[src/rtl/arcade_input_cond.sv]
// Player-input conditioner: 2-FF sync + per-bit debounce, vblank-timed coin
// pulse shaping per player, pause masking and a wrapping coin-event counter.

module arcade_input_cond_deb #(
  parameter int DEB_CYCLES = 12000
) (
  input  logic clk,
  input  logic reset,
  input  logic din,
  output logic stable
);
  localparam int CW = $clog2(DEB_CYCLES + 1);
  localparam logic [CW-1:0] CNT_LAST = CW'(DEB_CYCLES - 1);

  logic          s1_q, s2_q;
  logic          stable_q, stable_d;
  logic [CW-1:0] cnt_q, cnt_d;

  // The edge that would take the count to DEB_CYCLES commits the new value.
  always_comb begin
    stable_d = stable_q;
    cnt_d    = '0;
    if (s2_q != stable_q) begin
      if (cnt_q == CNT_LAST) stable_d = s2_q;
      else                   cnt_d    = cnt_q + CW'(1);
    end
  end

  always_ff @(posedge clk or posedge reset) begin
    if (reset) begin
      s1_q     <= 1'b0;
      s2_q     <= 1'b0;
      stable_q <= 1'b0;
      cnt_q    <= '0;
    end else begin
      s1_q     <= din;
      s2_q     <= s1_q;
      stable_q <= stable_d;
      cnt_q    <= cnt_d;
    end
  end

  assign stable = stable_q;
endmodule

module arcade_input_cond_coin #(
  parameter int COIN_FRAMES     = 3,
  parameter int COIN_GAP_FRAMES = 2
) (
  input  logic clk,
  input  logic reset,
  input  logic c,
  input  logic vb_rise,
  input  logic paused,
  output logic start,
  output logic pulse
);
  typedef enum logic [1:0] {IDLE, PULSE, GAP, RELEASE} state_t;

  localparam logic [3:0] FRAMES = 4'(COIN_FRAMES);
  localparam logic [3:0] GAPF   = 4'(COIN_GAP_FRAMES);

  state_t     state_q, state_d;
  logic [3:0] frm_q, frm_d;
  logic       pulse_q, pulse_d;

  // Pause freezes state and frame count so an interrupted pulse resumes.
  always_comb begin
    state_d = state_q;
    frm_d   = frm_q;
    start   = 1'b0;
    if (!paused) begin
      case (state_q)
        IDLE: if (c) begin
          state_d = PULSE;
          frm_d   = FRAMES;
          start   = 1'b1;
        end
        PULSE: if (vb_rise) begin
          if (frm_q == 4'd1) begin
            frm_d   = GAPF;
            state_d = (COIN_GAP_FRAMES == 0) ? RELEASE : GAP;
          end else begin
            frm_d = frm_q - 4'd1;
          end
        end
        GAP: if (vb_rise) begin
          frm_d = frm_q - 4'd1;
          if (frm_q == 4'd1) state_d = RELEASE;
        end
        RELEASE: if (!c) state_d = IDLE;
        default: state_d = IDLE;
      endcase
    end
    pulse_d = (state_d == PULSE) && !paused;
  end

  always_ff @(posedge clk or posedge reset) begin
    if (reset) begin
      state_q <= IDLE;
      frm_q   <= '0;
      pulse_q <= 1'b0;
    end else begin
      state_q <= state_d;
      frm_q   <= frm_d;
      pulse_q <= pulse_d;
    end
  end

  assign pulse = pulse_q;
endmodule

module arcade_input_cond #(
  parameter int DEB_CYCLES      = 12000,
  parameter int COIN_FRAMES     = 3,
  parameter int COIN_GAP_FRAMES = 2
) (
  input  logic       clk,
  input  logic       reset,
  input  logic       vblank,
  input  logic       paused,
  input  logic [7:0] joy0_in,
  input  logic [7:0] joy1_in,
  output logic [7:0] joy0_out,
  output logic [7:0] joy1_out,
  output logic [7:0] coin_events
);
  localparam int NUM_BITS = 16;

  logic [NUM_BITS-1:0] raw, stable;
  logic [1:0]          coin_c, coin_start, coin_pulse;
  logic [13:0]         out_q, out_d;
  logic [7:0]          coin_events_q, coin_events_d;
  logic                vb_q, vb_rise;

  assign raw = {joy1_in, joy0_in};

  for (genvar i = 0; i < NUM_BITS; i++) begin : g_deb
    arcade_input_cond_deb #(.DEB_CYCLES(DEB_CYCLES)) u_deb (
      .clk(clk), .reset(reset), .din(raw[i]), .stable(stable[i]));
  end

  assign coin_c  = {stable[15], stable[7]};
  assign vb_rise = vblank & ~vb_q;

  for (genvar p = 0; p < 2; p++) begin : g_coin
    arcade_input_cond_coin #(
      .COIN_FRAMES(COIN_FRAMES), .COIN_GAP_FRAMES(COIN_GAP_FRAMES)
    ) u_coin (
      .clk(clk), .reset(reset), .c(coin_c[p]), .vb_rise(vb_rise),
      .paused(paused), .start(coin_start[p]), .pulse(coin_pulse[p]));
  end

  always_comb begin
    out_d         = {stable[14:8], stable[6:0]} & {14{~paused}};
    coin_events_d = coin_events_q + 8'(coin_start[0]) + 8'(coin_start[1]);
  end

  always_ff @(posedge clk or posedge reset) begin
    if (reset) begin
      vb_q          <= 1'b0;
      out_q         <= '0;
      coin_events_q <= '0;
    end else begin
      vb_q          <= vblank;
      out_q         <= out_d;
      coin_events_q <= coin_events_d;
    end
  end

  assign joy0_out    = {coin_pulse[0], out_q[6:0]};
  assign joy1_out    = {coin_pulse[1], out_q[13:7]};
  assign coin_events = coin_events_q;
endmodule

[config.mk]
export PLATFORM = sky130hd
export DESIGN_NAME = arcade_input_cond
export DESIGN_NICKNAME = d
export VERILOG_FILES = /design/src/rtl/arcade_input_cond.sv
export SDC_FILE = /design/constraint.sdc
export NUM_CORES = 1
export LEC_CHECK = 0
export CAP_MARGIN = 20
export CORE_ASPECT_RATIO = 1.25
export CORE_MARGIN = 2
export CORE_UTILIZATION = 60
export DETAILED_ROUTE_END_ITERATION = 8
export PLACE_DENSITY_LB_ADDON = 0.1
export SYNTH_ARGS = -nofsm -noshare
export SYNTH_HDL_FRONTEND = slang
export SYNTH_SLANG_ARGS = --single-unit
[constraint.sdc]
create_clock -name clk -period 10.75 [get_ports clk]
set_input_delay 1.075 -clock clk [delete_from_list [all_inputs] [get_ports clk]]
set_output_delay 1.075 -clock clk [all_outputs]
set_load 0.03 [all_outputs]
# Yosys cells after proc, flatten, opt, wreduce, memory -nomap -nowiden
# Index checks and enable logic that the tools add are counted.
[totals]
output_inout_bits = 24
reg_bits = 309
[op_classes]
reduce_logical = 25
n_addsub = 20
eq_ne = 48
muxes = 64
bitwise = 4
[op_table]
columns = ["cell", "n"]
rows = [
  ["$mux 14", 32],
  ["$add 14x1->14 const B", 16],
  ["$eq 14x14->1 const B", 16],
  ["$mux 4", 8],
  ["$reduce_and 2->1", 16],
  ["$mux 2", 14],
  ["$pmux 4 s3", 2],
  ["$add 8x1->8", 2],
  ["$ne 1x1->1", 16],
  ["$pmux 2 s4", 2],
  ["$and 14x14->14", 1],
  ["$reduce_and 5->1", 2],
  ["$eq 2x1->1 const B", 4],
  ["$eq 2x2->1 const B", 4],
  ["$eq 4x1->1 const B", 2],
  ["$ne 2x2->1 const B", 4],
  ["$sub 4x1->4 const B", 2],
  ["$mux 1", 6],
  ["$reduce_bool 3->1", 2],
  ["$logic_not 2->1", 2],
  ["$ne 2x1->1 const B", 2],
  ["$logic_and 1x1->1", 2],
  ["$not 1->1", 2],
  ["$and 1x1->1", 1],
  ["$logic_not 1->1", 1],
]

# Logic depth before layout (Yosys ltp)
# Gate-level depths: netlist of run 1.
[depth]
word_depth = 7
mapped_depth = 8
depth_no_buf = 8

# Hierarchy
# A second synthesis of run 1 with hierarchy kept.
[unflattened]
cells_unflattened = 1413
hier_area_um2 = 15183.3
[modules_own_cells]
columns = ["module", "area_each_um2", "instances", "seq_area_each_um2", "cells_per_inst"]
rows = [
  ["arcade_input_cond_deb at g_deb[0].u_deb ...", 827.0, 15, 425.4, 77],
  ["arcade_input_cond", 827.0, 1, 575.6, 60],
  ["arcade_input_cond_deb at g_deb[15].u_deb", 824.5, 1, 425.4, 78],
  ["arcade_input_cond_coin at g_coin[0].u_coin", 568.0, 1, 175.2, 60],
  ["arcade_input_cond_coin at g_coin[1].u_coin", 558.0, 1, 175.2, 60],
]

# Least setup slack after synthesis of run 1
# OpenSTA, ideal clock, no wires.
[synth_path]
path_kind = "input-to-reg"
startpoint = "input port paused"
endpoint = "register coin_events_q[5], in the netlist coin_events[5]"
arrival_time_ps = 2525
path_stages = 8
slack_ps = 8092
setup_ps = 133
cell_sequence = "clkbuf_1 -> clkbuf_1 -> nand3b_1 -> fa_1 -> inv_1 -> and3_1 -> nand3_1 -> xnor2_1"
[synth_via]
elab_chain_cells = 3
word_cells_on_any_way = 4
[synth_lines]
columns = ["item", "line", "source"]
rows = [
  ["start: declaration", "121", "input logic paused,"],
  ["$mux 1", "72", "if (!paused) begin"],
  ["$add 8x1->8", "156", "coin_events_d = coin_events_q + 8'(coin_start[0]) + 8'(coin_start[1]);"],
  ["$add 8x1->8 (*)", "156", ""],
  ["via coin_events_d[5]", "133", "logic [7:0] coin_events_q, coin_events_d;"],
  ["end signal: assignment", "167", "coin_events_q <= coin_events_d;"],
  ["end: declaration", "133", ""],
]
# Mark *: on every way through the listed nets, which the timed path passes. The rest lies on a longest branch.
# A chain may end at the register's enable or synchronous reset.

# Worst setup path after layout of run 1
[layout_path]
startpoint = "register coin_events_q[2], in the netlist coin_events[2]"
endpoint = "output port coin_events[2]"
[layout_rtl]
columns = ["item", "line", "source"]
rows = [
  ["end: declaration", "126", "output logic [7:0] coin_events"],
]
# No word-level cell between the ends.

==> results.txt, run 1 <==
----------------------------------------------------
[Clock tree]
  Clock insertion delay at the later pin of the skew report ... 510 ps
  H-Tree Level Count ... 2
  Number of buffers on the longest clock path ... 3
  Clock tree from TritonCTS ... built
  Gates resized, CTS repair ... 0
  Number of buffers created by CTS ... 34
  Clock root buffer ... sky130_fd_sc_hd__clkbuf_16
  Number of setup buffers added after CTS ... 0
  Clock tree sinks ... 309
  Clock input transition at the sequential cells of the worst setup and hold paths ... ~60 ps
  Number of hold buffers added after cts ... 0

[Worst setup path]
  Buffers and inverters on the worst path ... 1
  Slowest cell on the critical path ... sky130_fd_sc_hd__clkdlybuf4s50_1
  Worst R2R Start ... g_coin[0].u_coin.state_q[0]$_DFF_PP0_
  Data arrival time of the worst path ... around 1600 ps
  Class of the most critical setup path ... register to output port
  Crit path max-delay family ... buffers and inverters
  Worst stage delay on the critical path ... 710 ps
  Reg2Reg Setup Slack ... between 8000 and 9000 ps
  Largest driver fanout on the critical path ... 5
  Worst reg2reg path depth ... 6
  Worst reg2reg path endpoint ... g_coin[0].u_coin.frm_q[2]$_DFFE_PP0P_
  Sort of element at the start of the critical path ... register
  Crit end category ... output port
  Required time at the worst-slack endpoint ... just under 10000 ps
  Cell-by-cell trace of the critical path ... clkdlybuf4s50_1

[Drt]
  Remaining design rule violation count ... 0
  Vias post-DR ... ~9400
  Iteration count of the initial detailed-routing pass ... 5
  Routed Wire Length ... around 24000 um
  Initial DRC Count ... 507
  ANT nets after route ... 0
  Routed len/inst ... 13.9 um
  Number of vias per cell ... 5.53

[Job]
  Max Cap Violations ... 0

[Timing]
  Worst Tran Pin Value ... ~1000 ps
  Max-slew violation count ... 0
  Max_slew headroom ... about a third
  Final Hold Violating Endpoints ... 0
  Aggregate negative setup slack ... 0 ps
  Achievable Freq ... 0.370 GHz
  Finish-stage setup viols ... 0
  Min cycle time layout ... between 2000 and 3000 ps
  RSZ-0062 raised after global routing ... no
  Clock skew ... roughly 21 ps
  Share of the clock period used by the worst path after layout ... between 20% and 30%
  Final worst setup slack ... 8050 ps

[GRT]
  Global-route wire length before repair ... 42100 um
  Overall global routing resource usage ... roughly 20%
  Overflow left after global routing ... 0
  Number of global-route vias before repair ... approximately 9400
  Maximum number of pins on one net before global-route repair ... roughly 190
  Antenna violations before repair ... 0

[Finish]
  Area growth from synthesis to final layout ... 12.9%
  Net count reported at finish ... around 1400
  Commonest non-fill, non-tap cell in the layout ... sky130_fd_sc_hd__dfrtp_1
  Number of inserted filler cells in the final layout ... between 1500 and 2000
  Area taken by flip-flops and latches ... between 7000 and 8000 um^2
  Number of antenna diodes ... 0
  Top library cells by usage in the layout, fill and taps aside ... sky130_fd_sc_hd__dfrtp_1, sky130_fd_sc_hd__nor2_1, sky130_fd_sc_hd__xnor2_1
  Area occupied by multi-input gates ... 6120 um^2
  Fraction of layout instances using a drive strength above 1 ... 6.70%

[Pwr]
  Leakage ... 0.00680 uW
  Power per cell area ... about 170 nW/um^2
  Peak VDD IR ... 0.120 mV
  Total power after layout ... around 2600 uW

[Logic synthesis]
  Sequential fraction of the synthesis area ... between 50% and 60%
  EDFF count, synth ... 0
  Cell area after synthesis ... approximately 14000 um^2
  Synthesized-area fraction occupied by ao, oa, aoi and oai cells ... 2.28%
  Main flop type after synthesis ... sky130_fd_sc_hd__dfrtp_1
  Fraction of synthesized area in multiplexers ... 1.37%
  Number of distinct library cell variants in the gate-level netlist after synthesis ... 59
  Cell count after synthesis ... between 1000 and 1500
  Largest family of logic cells by synthesized area ... simple AND/OR/NAND/NOR gates
  Total number of yosys warnings ... 0
  Xor-xnor portion of the synthesized cell area ... 13.1%
  Simple-gate share of the synthesized area ... between 20% and 30%
  Post-Syn Nets ... ~1400
  Post-Synth Adder-Cell Area ... 2.89%
  Synth Area per Inst ... 10.6 um^2
  Async set or reset register ratio after synthesis ... 100%
  Number of flip-flops and latches in the synthesized netlist ... just over 300

[Worst hold path]
  Hold Crit Class ... register to register
  End of the worst hold path ... g_deb[3].u_deb.s2_q$_DFF_PP0_
  Worst hold path stage count ... 0
  Start point of the worst hold path ... g_deb[3].u_deb.s1_q$_DFF_PP0_

[Die]
  Total die area ... around 25000 um^2
  Number of cell rows ... 62
  Die width ... about 140 um
  Area of the core region ... ~23000 um^2
  Chip height ... 176 um
  Number of placed I/O pins ... 44
  Initial standard-cell utilization of the core ... between 60% and 70%

[Place]
  Number of I/O port buffers ... 43
  HPWL after detailed placement ... between 10000 and 15000 um
  Global placer's final weighted congestion ... between 0.7 and 0.8
  Worst-case setup slack after placement ... around 7600 ps

[Run status]
  Run status ... complete, no violations

----------------------------------------------------
[routing by layer]
| layer | vias up | part of all wire (%) | global-route usage, % |
|---|---|---|---|
| met5 | - | 0 | 0 |
| met4 | 0 | 2.7 | 6.83 |
| met3 | 50 | 2.9 | 2.92 |
| met2 | 113 | 48 | 33.0 |
| met1 | 4555 | 47 | 27.7 |
| li1 | 4706 | - | - |
[kinds of logic after synthesis]
| logic type | count (synthesis) |
|---|---|
| simple gates | 656 |
| xor+xnor | 211 |
| fa+ha+maj | 32 |
| compound gates | 47 |
| flops | 309 |
| mux | 17 |
| buf+inv | 68 |
[layout make-up]
class                           instances  share of cell area (%)
Tap cell                              288                    2.26
Timing Repair Buffer                   45                    2.87
Sequential cell                       309                    48.4
Clock buffer                           45                    5.97
Multi-Input combinational cell        963                    38.3
Clock inverter                         11                    1.03
Inverter                               44                    1.08
[registers in the layout, summed over array words and instances (netlist names)]
| name | count |
|---|---|
| g_deb.u_deb.s1_q | 16 |
| g_coin.u_coin.frm_q | 8 |
| vb_q | 1 |
| g_deb.u_deb.s2_q | 16 |
| g_deb.u_deb.cnt_q | 224 |
| out_q | 14 |
| g_coin.u_coin.state_q | 4 |
| g_coin.u_coin.pulse | 2 |
| coin_events | 8 |
| g_deb.u_deb.stable | 16 |
[report_power, final]
part,switching (uW),internal [uW]
Clock,446,717
Sequential,35.6,1200
Combinational,144,89.7
[cell usage after synthesis (all sizes together) (2+ instances only)]
library cell / instances / area, um^2
dfrtp: 309 / 7730
nor2: 241 / 905
xnor2: 120 / 1050
xor2: 91 / 797
nand2: 79 / 299
nand3: 69 / 345
nand4: 63 / 394
inv: 44 / 165
nor4: 42 / 263
nor3: 35 / 175
ha: 31 / 388
and4: 26 / 228
mux2: 16 / 184
nor2b: 16 / 100
or2: 16 / 100
clkbuf: 14 / 52.6
a21oi: 12 / 60.1
buf: 10 / 66.3
and2: 9 / 56.3
or3: 8 / 50.1
and3: 7 / 45.1
and4b: 7 / 70.1
o21ai: 7 / 35.0
nand4b: 6 / 52.6
or3b: 6 / 52.6
nand2b: 5 / 31.3
nor3b: 5 / 37.5
a211oi: 4 / 30.0
nand3b: 4 / 30.0
a211o: 3 / 26.3
a22o: 3 / 26.3
nor4b: 3 / 26.3
o21bai: 3 / 22.5
o31ai: 3 / 22.5
or4: 3 / 26.3
or4b: 3 / 30.0
nand4bb: 2 / 22.5
o32ai: 2 / 17.5
[worst max path at each step]
stage / startpoint / to / slack (ps) / depth (start not counted)
6_report: coin_events[2]$_DFF_PP0_ / coin_events[2] / 8050 / 1
5_1_grt: reset / g_deb[14].u_deb.cnt_q[6]$_DFF_PP0_ / 7820 / 3
4_1_cts: coin_events[2]$_DFF_PP0_ / coin_events[2] / 8020 / 1
3_5_place_dp: reset / g_deb[0].u_deb.cnt_q[11]$_DFF_PP0_ / 7550 / 3
3_3_place_gp: reset / g_coin[0].u_coin.frm_q[1]$_DFFE_PP0P_ / 7560 / 3
2_1_floorplan: reset / coin_events[0]$_DFF_PP0_ / 1130 / 1
[metrics by stage]
stage | cell area [um^2] | hold slack (ps) | instances | util (%)
after CTS | 16000 | 347 | 1705 | 69.3
after detailed placement | 14800 | 335 | 1649 | 64.4
after floorplan | 14100 | 331 | 1340 | -
after global placement | 14800 | 332 | 1649 | 64.4
final | 16000 | 346 | 1705 | 69.3
after global routing | 16000 | 348 | 1705 | 69.3
Note: power is estimated with default switching activity, not from simulation.
==> run 2: changes to the inputs <==
- clock period: 10.75 -> 2.8 ns (I/O delays scaled with it)
==> run 2 against run 1 <==
Combinational power rose to 3.8 times the previous value. Cell count rose by 0.12%. Core utilization barely moved. Clock-buffer cell count rose by 1. Power rose to 3.8 times the previous value. Flip-flop and latch count did not move. First-iteration DRC count fell by 13%. Sequential share of layout area barely moved. Die area did not move. Critical endpoint is now g_deb[7].u_deb.cnt_q[9]$_DFF_PP0_.
==> results.txt, run 2 (synthesis gave the netlist of run 1 again) <==
----------------------------------------------------
[Run status]
  Run status ... complete, no violations

[Pwr]
  Leakage ... 0.00681 uW (+0.12%)
  Peak VDD IR ... 0.500 mV (+320%)
  Total power after layout ... 9980 uW (+280%)
  Power per cell area ... 625 nW/um^2 (+280%)

[Timing]
  RSZ-0062 raised after global routing ... no
  Achievable Freq ... between 0.4 and 0.5 GHz
  Worst Tran Pin Value ... 702 ps (-315 ps)
  Clock skew ... 20.0 ps (-1.24 ps)
  Max-slew violation count ... 0 (unchanged)
  Max_slew headroom ... 53.2% (+21 points)
  Min cycle time layout ... roughly 2000 ps
  Finish-stage setup viols ... 0 (unchanged)
  Final Hold Violating Endpoints ... 0 (unchanged)
  Share of the clock period used by the worst path after layout ... approximately 70%
  Aggregate negative setup slack ... 0 ps (unchanged)

[Finish]
  Largest register by flop count ... g_deb.u_deb.cnt_q
  Area growth from synthesis to final layout ... 13.0% (about the same)
  Net count reported at finish ... 1448 (-0.069%)
  Top library cells by usage in the layout, fill and taps aside ... sky130_fd_sc_hd__dfrtp_1, sky130_fd_sc_hd__nor2_1, sky130_fd_sc_hd__xnor2_1
  Utilization after layout ... 69.3% (about the same)
  Commonest non-fill, non-tap cell in the layout ... sky130_fd_sc_hd__dfrtp_1
  Fraction of layout instances using a drive strength above 1 ... 6.77% (+0.061 points)
  Number of antenna diodes ... 0 (unchanged)
  Number of flip-flops in the largest register ... 224 (unchanged)

[Drt]
  Met2 Routed Length ... 11900 um (+5.7%)
  Number of vias per cell ... 5.53 (about the same)
  Initial DRC Count ... 441 (-13%)
  Remaining design rule violation count ... 0 (unchanged)
  Vias post-DR ... 9435 (+0.12%)
  Detailed route wirelength on metal3 ... 611 um (-11%)
  Top layer reached by signal wires ... met4
  ANT nets after route ... 0 (unchanged)
  Routed Wire Length ... 24000 um (+1.1%)
  Post-route met1 wirelength ... 11100 um (-0.58%)
  Iteration count of the initial detailed-routing pass ... 4 (-1)
  Routed len/inst ... 14.0 um (+0.97%)

[Place]
  HPWL after detailed placement ... 15200 um (+2.8%)
  Global placer's final weighted congestion ... 0.799 (+0.31%)
  Number of I/O port buffers ... 43 (unchanged)

[Clock tree]
  H-Tree Level Count ... 1 (-1)
  Clock input transition at the sequential cells of the worst setup and hold paths ... 60 ps (about the same)
  Clock tree sinks ... 309 (unchanged)
  Clock insertion delay at the later pin of the skew report ... 550 ps (+40 ps)
  Gates resized, CTS repair ... 0 (unchanged)
  Number of hold buffers added after cts ... 0 (unchanged)
  Number of buffers created by CTS ... 30 (-12%)
  Number of buffers on the longest clock path ... 3 (unchanged)
  Clock root buffer ... sky130_fd_sc_hd__clkbuf_16
  Number of setup buffers added after CTS ... 0 (unchanged)
  Clock tree from TritonCTS ... built

[Worst setup path]
  Class of the most critical setup path ... register to register
  Worst reg2reg path depth ... 4 (-2)
  Sort of element at the start of the critical path ... register
  Worst R2R Start ... g_deb[7].u_deb.cnt_q[5]$_DFF_PP0_
  Setup crit end ... g_deb[7].u_deb.cnt_q[9]$_DFF_PP0_
  Reg2Reg Setup Slack ... 800 ps (-7670 ps)
  Worst reg2reg path endpoint ... g_deb[7].u_deb.cnt_q[9]$_DFF_PP0_
  Required time at the worst-slack endpoint ... 3220 ps (-6460 ps)
  Crit path launch ... g_deb[7].u_deb.cnt_q[5]$_DFF_PP0_
  Largest driver fanout on the critical path ... 13 (+8)
  Crit end category ... register
  Data arrival time of the worst path ... 2420 ps (+790 ps)

[Die]
  Area of the core region ... 23000 um^2 (unchanged)
  Die width ... 141 um (unchanged)
  Number of cell rows ... 62 (unchanged)
  Initial standard-cell utilization of the core ... 61.4% (unchanged)
  Number of placed I/O pins ... 44 (unchanged)
  Total die area ... 24800 um^2 (unchanged)
  Chip height ... 176 um (unchanged)

[GRT]
  Number of global-route vias before repair ... 9601 (+2.6%)
  Global-route wire length before repair ... 42900 um (+1.8%)
  Overall global routing resource usage ... 20.2% (+0.16 points)
  Maximum number of pins on one net before global-route repair ... 134 (-29%)
  Antenna violations before repair ... 0 (unchanged)
  Overflow left after global routing ... 0 (unchanged)

[Worst hold path]
  Start point of the worst hold path ... joy1_in[0]
  Worst hold path stage count ... 1 (+1)
  Hold Crit Class ... input pin to register

[Job]
  Max Cap Violations ... 0 (unchanged)

----------------------------------------------------
[run 2: power by group]
part	internal (uW)	switching (uW)
clock network	2690	1650
registers	4610	131
logic	353	547
total	7650	2330
[run 2: worst max-delay path, stage by stage, from the launching register on]
cell and delay [ps]:
sky130_fd_sc_hd__dfrtp_1 430, sky130_fd_sc_hd__or4b_2 640, sky130_fd_sc_hd__nor4_1 350, sky130_fd_sc_hd__or2_2 360, sky130_fd_sc_hd__nor2_1 90
[run 2: how the worst min path moves through the flow]
stage,endpoint,slack [ps]
global route,g_deb[1].u_deb.s1_q$_DFF_PP0_,140
floorplan,g_deb[0].u_deb.s1_q$_DFF_PP0_,310
detailed placement,g_deb[14].u_deb.s2_q$_DFF_PP0_,340
CTS,g_deb[8].u_deb.s1_q$_DFF_PP0_,140
global placement,g_deb[10].u_deb.s2_q$_DFF_PP0_,330
finish,g_deb[8].u_deb.s1_q$_DFF_PP0_,160
[run 2: metal layers]
layer  vias up  global-route usage, %
li1       4712                      -
met1      4611                   27.6
met2        76                   34.6
met3        36                   2.75
met4         0                   5.13
met5         -                      0
[run 2: metrics by stage]
| step | cells | hold slack, ps | cell area (um^2) | worst slack [ps] |
|---|---|---|---|---|
| floorplan | 1340 | 311 | 14100 | -1590 |
| global placement | 1652 | 332 | 14900 | 766 |
| detailed placement | 1652 | 336 | 14900 | 772 |
| CTS | 1707 | 142 | 16000 | 776 |
| global route | 1707 | 144 | 16000 | 605 |
| finish | 1707 | 163 | 16000 | 799 |
[run 2: layout make-up]
| type | instances | area (um^2) |
|---|---|---|
| inverters | 44 | 169 |
| clock inverters | 9 | 170 |
| repair buffers | 48 | 505 |
| fillers | 1715 | 7070 |
| well taps | 288 | 360 |
| flip-flops and latches | 309 | 7730 |
| clock buffers | 46 | 912 |
| multi-input cells | 963 | 6120 |
